--- src/rtl/fsm_pkg.sv ---
// fsm_pkg: state encodings shared by the edge detector FSMs.
// FSM_BOTH_EDGE_EN selects rising-and-falling edge detection instead of rising only.
package fsm_pkg;
    typedef enum logic [1:0] {
        M_ZERO = 2'd0,
        M_RISE = 2'd1,
        M_ONE  = 2'd2,
        M_FALL = 2'd3
    } moore_state_e;
    typedef enum logic {
        L_ZERO = 1'b0,
        L_ONE  = 1'b1
    } mealy_state_e;
`ifdef FSM_BOTH_EDGE_EN
    localparam bit BOTH_EDGES = 1'b1;
`else
    localparam bit BOTH_EDGES = 1'b0;
`endif
endpackage

--- src/rtl/fsm_moore_core.sv ---
// fsm_moore_core: Moore edge detector, pulse decoded from the state register.
module fsm_moore_core
    import fsm_pkg::*;
(
    input  logic i_sys_clk,
    input  logic i_rst_n,
    input  logic i_data_in,
    output logic o_pulse
);
    // A 1->0 transition only reaches M_FALL when falling edges are detected
    localparam moore_state_e DROP_STATE = BOTH_EDGES ? M_FALL : M_ZERO;
    moore_state_e state_q, state_d;
    always_comb begin
        state_d = state_q;
        unique case (state_q)
            M_ZERO: state_d = i_data_in ? M_RISE : M_ZERO;
            M_RISE: state_d = i_data_in ? M_ONE : DROP_STATE;
            M_ONE:  state_d = i_data_in ? M_ONE : DROP_STATE;
            M_FALL: state_d = i_data_in ? M_RISE : M_ZERO;
        endcase
    end
    always_ff @(posedge i_sys_clk) begin
        if (!i_rst_n) state_q <= M_ZERO;
        else          state_q <= state_d;
    end
    assign o_pulse = (state_q == M_RISE) || (BOTH_EDGES && state_q == M_FALL);
endmodule

--- src/rtl/edge_detect_fsm.sv ---
// edge_detect_fsm: Moore (registered) and Mealy (combinational) edge detectors on one bit.
// FSM_BOTH_EDGE_EN adds falling-edge pulses to both outputs.
module edge_detect_fsm
    import fsm_pkg::*;
(
    input  logic i_sys_clk,
    input  logic i_rst_n,
    input  logic i_data_in,
    output logic o_moore_fsm_out,
    output logic o_mealy_fsm_out
);
    mealy_state_e l_state_q, l_state_d;
    always_comb l_state_d = i_data_in ? L_ONE : L_ZERO;
    always_ff @(posedge i_sys_clk) begin
        if (!i_rst_n) l_state_q <= L_ZERO;
        else          l_state_q <= l_state_d;
    end
    // Mealy pulse leads the Moore pulse by one cycle
    assign o_mealy_fsm_out = i_rst_n &&
        ((l_state_q == L_ZERO && i_data_in) || (BOTH_EDGES && l_state_q == L_ONE && !i_data_in));
    fsm_moore_core u_moore (
        .i_sys_clk (i_sys_clk),
        .i_rst_n   (i_rst_n),
        .i_data_in (i_data_in),
        .o_pulse   (o_moore_fsm_out)
    );
endmodule

--- config.mk ---
export PLATFORM = sky130hd
export DESIGN_NAME = edge_detect_fsm
export DESIGN_NICKNAME = d
export VERILOG_FILES = /design/src/rtl/fsm_pkg.sv /design/src/rtl/fsm_moore_core.sv /design/src/rtl/edge_detect_fsm.sv
export SDC_FILE = /design/constraint.sdc
export NUM_CORES = 1
export LEC_CHECK = 0
export CORE_AREA = 5 5 42 44
export DETAILED_ROUTE_END_ITERATION = 10
export DIE_AREA = 0 0 47 49
export GPL_TIMING_DRIVEN = 0
export PLACE_DENSITY = 0.31
export SYNTH_ARGS = -nofsm -noshare
export SYNTH_HDL_FRONTEND = slang
export SYNTH_SLANG_ARGS = --single-unit
--- constraint.sdc ---
create_clock -name i_sys_clk -period 1.9 [get_ports i_sys_clk]
set_input_delay 0.285 -clock i_sys_clk [delete_from_list [all_inputs] [get_ports i_sys_clk]]
set_output_delay 0.285 -clock i_sys_clk [all_outputs]
set_load 0.02 [all_outputs]
Word-level counts from Yosys, hierarchy flattened
Cells that the tools add are included.

Register bits after elaboration: 3. Bits in latches: 0. RAM bits: 0. ROM bits: 0. Word-level logic and storage cells: 15. Memories: 0.

$add $sub $neg: 0. Multipliers: 0. Divide/modulo/power cells: 0. $lt $le $gt $ge: 0. Equal/unequal tests: 3. Shift operators: 0. Mux-type cells: 4. Bitwise gates (word level): 1. Reductions and logical operators: 5.

Operators by type and width (number): equality test 2 bit (second input constant) (2); case mux 2 bit (2 select lines) (1); OR reduction 2 bit (2); equality test 2 x 1 -> 1 bit (second input constant) (1); logical AND 1 bit (2); logical NOT 2 bit (1); two-way mux 1 bit (2); two-way mux 2 bit (1); NOT 1 bit (1).

Depth between registers and ports, before layout
Gate-level depths: netlist (run 1).

Word-level depth: 3. Mapped depth: 3.

Modules after synthesis
Synthesis (run 1) repeated with hierarchy kept, for this count alone.

Cells, all modules: 12. Area total of the unflattened synthesis: 141.4 um^2.

Modules (own cells, without submodules): fsm_moore_core (times used 1, cells each 9, area an instance 106.4 um^2, sequential area each 40.0 um^2); edge_detect_fsm (times used 1, cells each 3, area an instance 35.0 um^2, sequential area each 20.0 um^2).

Worst setup path after synthesis (run 1)
OpenSTA, ideal clock, no wires.

Path type: flip-flop to flip-flop. Start point: register u_moore.state_q[0]. End point: register u_moore.state_q[0]. Setup time: 0.117 ns. Arrival: 0.806 ns. Path slack: 0.977 ns. Stages on the path, launching flop included: 4. Buffers on the path: 0. Clock period less this slack: 0.923 ns. Cells stage by stage: dfxtp_1 -> inv_1 -> ha_1 -> and3b_2.

Cells in the longest elaborated chain, start to end: 3.

Ends and longest elaborated chain: from (decl) (line fsm_moore_core.sv:12) `moore_state_e state_q, state_d;`; from (signal assigned) (line fsm_moore_core.sv:24) `else state_q <= state_d;`; equality test 2 bit, or another cell as far along (line fsm_moore_core.sv:15) `unique case (state_q)`; OR reduction 2 bit (no line); case mux 2 bit (2 select lines) * (line fsm_moore_core.sv:15).

Every way passes the cells marked *; elsewhere a longest branch is shown, timed or not. A chain may end at the register's enable or synchronous reset.

Worst setup path after layout (run 1)
Start point: register u_moore.state_q[1]. End point: output o_moore_fsm_out.

Cells in the longest elaborated chain, start to end: 1.

Ends and longest elaborated chain: equality test 2 x 1 -> 1 bit (line fsm_moore_core.sv:26) `assign o_pulse = (state_q == M_RISE) || (BOTH_EDGES && state_q == M_FALL);`; to (decl) (line edge_detect_fsm.sv:9) `output logic o_moore_fsm_out,`.

Every way passes these cells.

==> results of run 1 <==
## worst reg2reg max path, delay by kind of cell, from the launching register on
kind,cells,cell delay (ns)
flops,1,0.35
fa+ha+maj,1,0.26
simple gates,1,0.19
buf+inv,1,0.06
## layout make-up
type	count	area, sq um	area share, %
Multi-Input combinational cell	7	77.57	33.16
Sequential cell	3	60.06	25.67
Timing Repair Buffer	4	42.54	18.18
Clock buffer	4	26.28	11.23
Tap cell	16	20.02	8.556
Inverter	2	7.507	3.209
## synth_stat cells
cell type	number
and3b_2	2
and4bb_1	1
and2_2	1
inv_1	2
ha_1	3
dfxtp_1	3
## flip-flops by register name (all words and copies together) (netlist names)
signal / flops
u_moore.state_q: 2
l_state_q: 1
## worst paths after layout
check / from / cells after the start / endpoint / slack (ns)
worst min register to register: u_moore.state_q[1] / 2 / u_moore.state_q[1] / 0.69
worst max register to register: u_moore.state_q[0] / 3 / u_moore.state_q[0] / 0.93
worst max-delay path: u_moore.state_q[1] / 3 / o_moore_fsm_out / 0.26
worst min-delay path: u_moore.state_q[1] / 2 / u_moore.state_q[1] / 0.69
## routing by layer
metal,vias to the layer above,global-route usage (%),routed length (um)
met5,-,0,0
met4,0,6.912,0
met3,0,1.107,39
met2,5,3.394,113
met1,46,3.939,149
li1,54,-,-
## kinds of logic (layout without fill, tap and decap cells)
kind of cell / count (synthesis) / in the layout
adders and majority gates: 3 / 3
and+or+nand+nor: 4 / 4
buffers and inverters: 2 / 10
DFF: 3 / 3
## power by group through the flow
stage / Sequential [mW] / Clock [mW] / Combinational [mW]
2_1_floorplan: 0.0690 / 0 / 0.0114
3_3_place_gp: 0.0698 / 0 / 0.0226
3_5_place_dp: 0.0695 / 0 / 0.0227
4_1_cts: 0.0687 / 0.121 / 0.0228
5_1_grt: 0.0688 / 0.128 / 0.0247
6_report: 0.0686 / 0.114 / 0.0221
## metrics by stage
step / total power [mW] / setup slack (ns) / hold slack, ns / util, % / std cells
2_1_floorplan: 0.08043 / 0.9771 / 0.4212 / - / 12
3_3_place_gp: 0.09243 / 0.02358 / 0.6796 / 14.64 / 32
3_5_place_dp: 0.09218 / 0.01929 / 0.6767 / 14.64 / 32
4_1_cts: 0.2123 / 0.01973 / 0.6878 / 16.52 / 36
5_1_grt: 0.2213 / 0.1879 / 0.7470 / 16.70 / 36
6_report: 0.2044 / 0.2564 / 0.6890 / 16.70 / 36
## timing repair
action	4_1_cts	5_1_grt
endpoints found under the hold margin	0	0
endpoints found under the setup margin	0	1
gates resized for setup	0	1
==> summary.md, run 1 <==
| Metric | Value |
|---|---|
| GPL Wtd Cong | approximately 0.61 |
| Synth Area in Compound Gates | 0% |
| GRT overflow | 0 |
| Period utilization | just under 90% |
| Fraction of power consumed by sequential logic | between 30 and 40% |
| Post-DR wirelength/cell | between 8 and 9 um |
| Buf+Inv Stages, Crit Path | 2 |
| Warnings from Yosys | 0 |
| Largest family of logic cells by synthesized area | simple AND/OR/NAND/NOR gates |
| Area share of and/or/nand/nor cells after synthesis | between 20 and 30% |
| Synth Net Count | 18 |
| CTS tree | done |
| Switch Pwr | approximately 0.046 mW |
| Switching Share | around 22% |
| Adder-Cell Fraction of Synth Area | about a quarter |
| First-pass GRT wire length | approximately 500 um |
| Post-CTS Setup Bufs | 0 |
| Clock Tree Buf Depth | 2 |
| Ant diodes | 0 |
| Crit path max fanout | 2 |
| Clock Latency Late Sink | 0.23 ns |
| Final Max Slew Viols | 0 |
| Worst slew pin tran | ~0.23 ns |
| Final setup viols | 0 |
| Starting DRT DRC Count | 2 |
| Total Wirelength | between 300 and 400 um |
| Post-synthesis mux area share | 0% |
| Area delta synth->final | 61.21% |
| CP endpoint kind | output pin |
| # rows | 14 |
| Pwr Density | approximately 870 nW/um^2 |
| Cell accounting for the most synthesized area | dfxtp_1 |
| Comb pwr share | about 11% |
| Slowest cell on crit path | clkdlybuf4s50_1 |
| Largest net degree at the start of global routing | 5 |
| H-tree Lvls | 1 |
| Unrepaired setup endpoints after global routing | no |
| Gr usage total | 3.586% |
| Distinct cells, synth | 6 |
| CP peak stage delay | approximately 0.60 ns |
| I/O Buffers | 4 |
| Finished Cell Area | ~230 sq um |
| Leakage | ~0.12 nW |
| Post-route DRC | 0 |
| Die width | between 40 and 50 um |
| Die footprint | about 2300 sq um |
| Commonest non-fill, non-tap cells in the layout | ha_1 (3), clkbuf_4 (3), clkdlybuf4s50_1 (3), dfxtp_1 (3) |
| Mapped Avg Cell Area | about 12 sq um |
| # IOs | 5 |
| Final Hold Viols | 0 |
| Fillers | around 160 |
| Clk root buf | clkbuf_4 |
| Final antenna-violating net count | 0 |
| Worst path cell trace | inv_1 -> ha_1 -> clkdlybuf4s50_1 |
| Setup_tns | 0 ns |
| Top cell family by delay on the critical path | buffers and inverters |
| Initial antenna violation count | 0 |
| WP data required | 1.62 ns |
| Highest Clock Rate | 0.6084 GHz |
| Vias in the first global route | 129 |
| Crit Path Class | flip-flop to output pin |
| Total core area | 1401 sq um |
| # hold bufs at CTS | 0 |
| Worst slew margin | approximately 85% |
| Layout cell share with drive strength beyond 1 | ~30% |
| Total of max-cap violations | 0 |
| Clock sink count | 3 |
| Seq/Total Area, Yosys | approximately two fifths |
| First drt pass iteration count | 2 |
| Die Y | between 40 and 50 um |
| Initial Util | around a tenth |
| Synth top area share | about two fifths |
| Worst-path clk slew | approximately 0.040 ns |
| Worst clock skew | just under 0.0008 ns |
| Post-route minimum period | between 1.5 and 2 ns |
| Nets | 27 |
| Hold Crit Class | flip-flop to flip-flop |
| Synthesized flop and latch total | 3 |
| Placement-stage cell area | between 200 and 250 sq um |
| Ranking of synthesized cells by area | dfxtp_1 (41%), ha_1 (26%), and3b_2 (14%) |
| Synthesized cell area | approximately 150 sq um |
| Post-synthesis instance total | 12 |
| Status | finished clean |
| Routed vias | between 100 and 150 |
| Int Pwr | 0.1586 mW |
| Synth Area in XOR/XNOR | 0% |
| CP Data Arrival Time | between 1 and 1.5 ns |
| TritonCTS Buffers | 3 |
| Startpoint types | flip-flop |
| Peak supply drop | approximately 0.13 mV |
| Clock power share | 55.6% |
| Vias per inst | 2.917 |
No activity file was read; power rests on OpenSTA's default activity.
==> inputs of run 2 (changes only) <==
GPL_TIMING_DRIVEN = unset   (was 0)
==> run 2 against run 1 <==
Sequential share of layout area shrank 0.54 points. Die area unchanged. Power increased by 1.0%. Combinational power rose by 8%. Largest cell class unchanged.
==> summary.md, run 2 (synthesis gave the netlist of run 1 again) <==
| Metric | Value |
|---|---|
| Total core area | 1401 sq um |
| # rows | 14 |
| Gr usage total | around 4% |
| Reg2Reg Capture Point | u_moore.state_q[0] |
| Final Hold Viols | 0 |
| CP endpoint kind | output pin |
| Final core occ | 17.05% |
| Met1 Track Usage GR | under 10% |
| Worst slew margin | between 80% and 90% |
| Min Hold Slack | approximately 0.7 ns |
| Final antenna-violating net count | 0 |
| Clock sink count | 3 |
| First-pass GRT wire length | ~540 um |
| Setup_tns | 0 ns |
| GPL Wtd Cong | ~0.57 |
| Post-DR wirelength/cell | between 8 and 9 um |
| Total of max-cap violations | 0 |
| CP Data Arrival Time | ~1.6 ns |
| Worst-path clk slew | roughly 0.040 ns |
| Status | finished clean |
| H-tree Lvls | 1 |
| Startpoint types | input port |
| Vias per inst | just over 3 |
| I/O Buffers | 4 |
| Clock Tree Buf Depth | 2 |
| Hold Crit Depth | 2 |
| Ant diodes | 0 |
| Final Max Slew Viols | 0 |
| Worst clock skew | between 0.0015 and 0.002 ns |
| Clk root buf | clkbuf_4 |
| HP Start | u_moore.state_q[1] |
| Vias in the first global route | between 100 and 150 |
| Initial antenna violation count | 0 |
| Top flop regs | u_moore.state_q (2), l_state_q (1) |
| Total Wirelength | ~300 um |
| WP data required | 1.62 ns |
| Die footprint | 2303 sq um |
| Pwr Density | ~860 nW/um^2 |
| Die Y | ~49 um |
| Post-CTS sizing | 0 |
| Worst setup slack after layout | around 0.036 ns |
| Placement-stage cell area | about 210 sq um |
| Register name with the most flops | u_moore.state_q |
| Hold Crit Class | flip-flop to flip-flop |
| Starting DRT DRC Count | 1 |
| Crit Path Class | input port to output pin |
| Worst r2r path cells | 3 |
| Hold Path End | u_moore.state_q[1] |
| Crit path max fanout | 4 |
| CTS tree | done |
| Highest Clock Rate | approximately 0.54 GHz |
| Placed cell count | 33 |
| GRT overflow | 0 |
| Area delta synth->final | 64.66% |
| Commonest non-fill, non-tap cells in the layout | clkdlybuf4s50_1 (4), ha_1 (3), clkbuf_4 (3), dfxtp_1 (3) |
| Reg2reg start | u_moore.state_q[0] |
| Die width | between 40 and 50 um |
| FF-to-FF setup slack | about 0.9 ns |
| Period utilization | 98.08% |
| Layout Cells excl Fill | 37 |
| GR Util met2 | 3.394% |
| Final setup viols | 0 |
| Top Usage Layer GRT | met4 |
| First drt pass iteration count | 2 |
| Leakage | between 0.1 and 0.15 nW |
| GR Util met3 | 2.583% |
| Worst slew pin tran | around 0.21 ns |
| Clock Latency Late Sink | between 0.2 and 0.25 ns |
| Largest register FFs | 2 |
| Finished Cell Area | 239.0 sq um |
| Power Total | 0.2065 mW |
| Post-CTS Setup Bufs | 0 |
| Initial Util | about 10% |
| Largest net degree at the start of global routing | 5 |
| Most common cell after layout, fill and taps aside | clkdlybuf4s50_1 |
| Post-route minimum period | approximately 1.9 ns |
| Unrepaired setup endpoints after global routing | no |
| Dpl ws | around 0.036 ns |
| Routed vias | 115 |
| # hold bufs at CTS | 0 |
| Layout cell share with drive strength beyond 1 | between 30% and 40% |
| Peak supply drop | ~0.15 mV |
| Nets | 28 |
| Post-route DRC | 0 |
| # IOs | 5 |
| TritonCTS Buffers | 3 |
-- run 2: changes by cell type in the layout (fill, tap and decap cells not counted) --
cell / before / now
buf_4: 0 / 1
clkdlybuf4s50_1: 3 / 4
dlymetal6s2s_1: 1 / 0
-- run 2: critical path, cell delays in order --
cell	delay (ns)
clkdlybuf4s50_1	0.51
and3b_2	0.19
clkdlybuf4s50_1	0.59
-- run 2: final cells by class --
cell class              instances  area [sq um]
clock buffers                   4         26.28
flip-flops and latches          3         60.06
well taps                      16         20.02
repair buffers                  5         47.55
inverters                       2         7.507
multi-input cells               7         77.57
fillers                       164          1162
-- run 2: worst max-delay path by stage --
stage                  startpoint                 end  slack, ns  cells past startpoint
3_3_place_gp              i_rst_n     o_mealy_fsm_out       0.03                      3
2_1_floorplan  u_moore.state_q[0]  u_moore.state_q[0]       0.98                      3
5_1_grt                   i_rst_n     o_mealy_fsm_out       0.02                      3
4_1_cts                   i_rst_n     o_mealy_fsm_out       0.04                      3
3_5_place_dp              i_rst_n     o_mealy_fsm_out       0.04                      3
6_report                  i_rst_n     o_mealy_fsm_out       0.04                      3
-- run 2: power breakdown --
part / switching [mW] / internal, mW
clock network: 0.0351 / 0.0788
logic: 0.00917 / 0.0146
registers: 0.00210 / 0.0667
-- run 2: layer usage --
metal | routed length, um | part of all wire (%)
met1 | 145 | 48
met2 | 105 | 35
met3 | 43 | 14
met4 | 4 | 1.3
met5 | 0 | 0
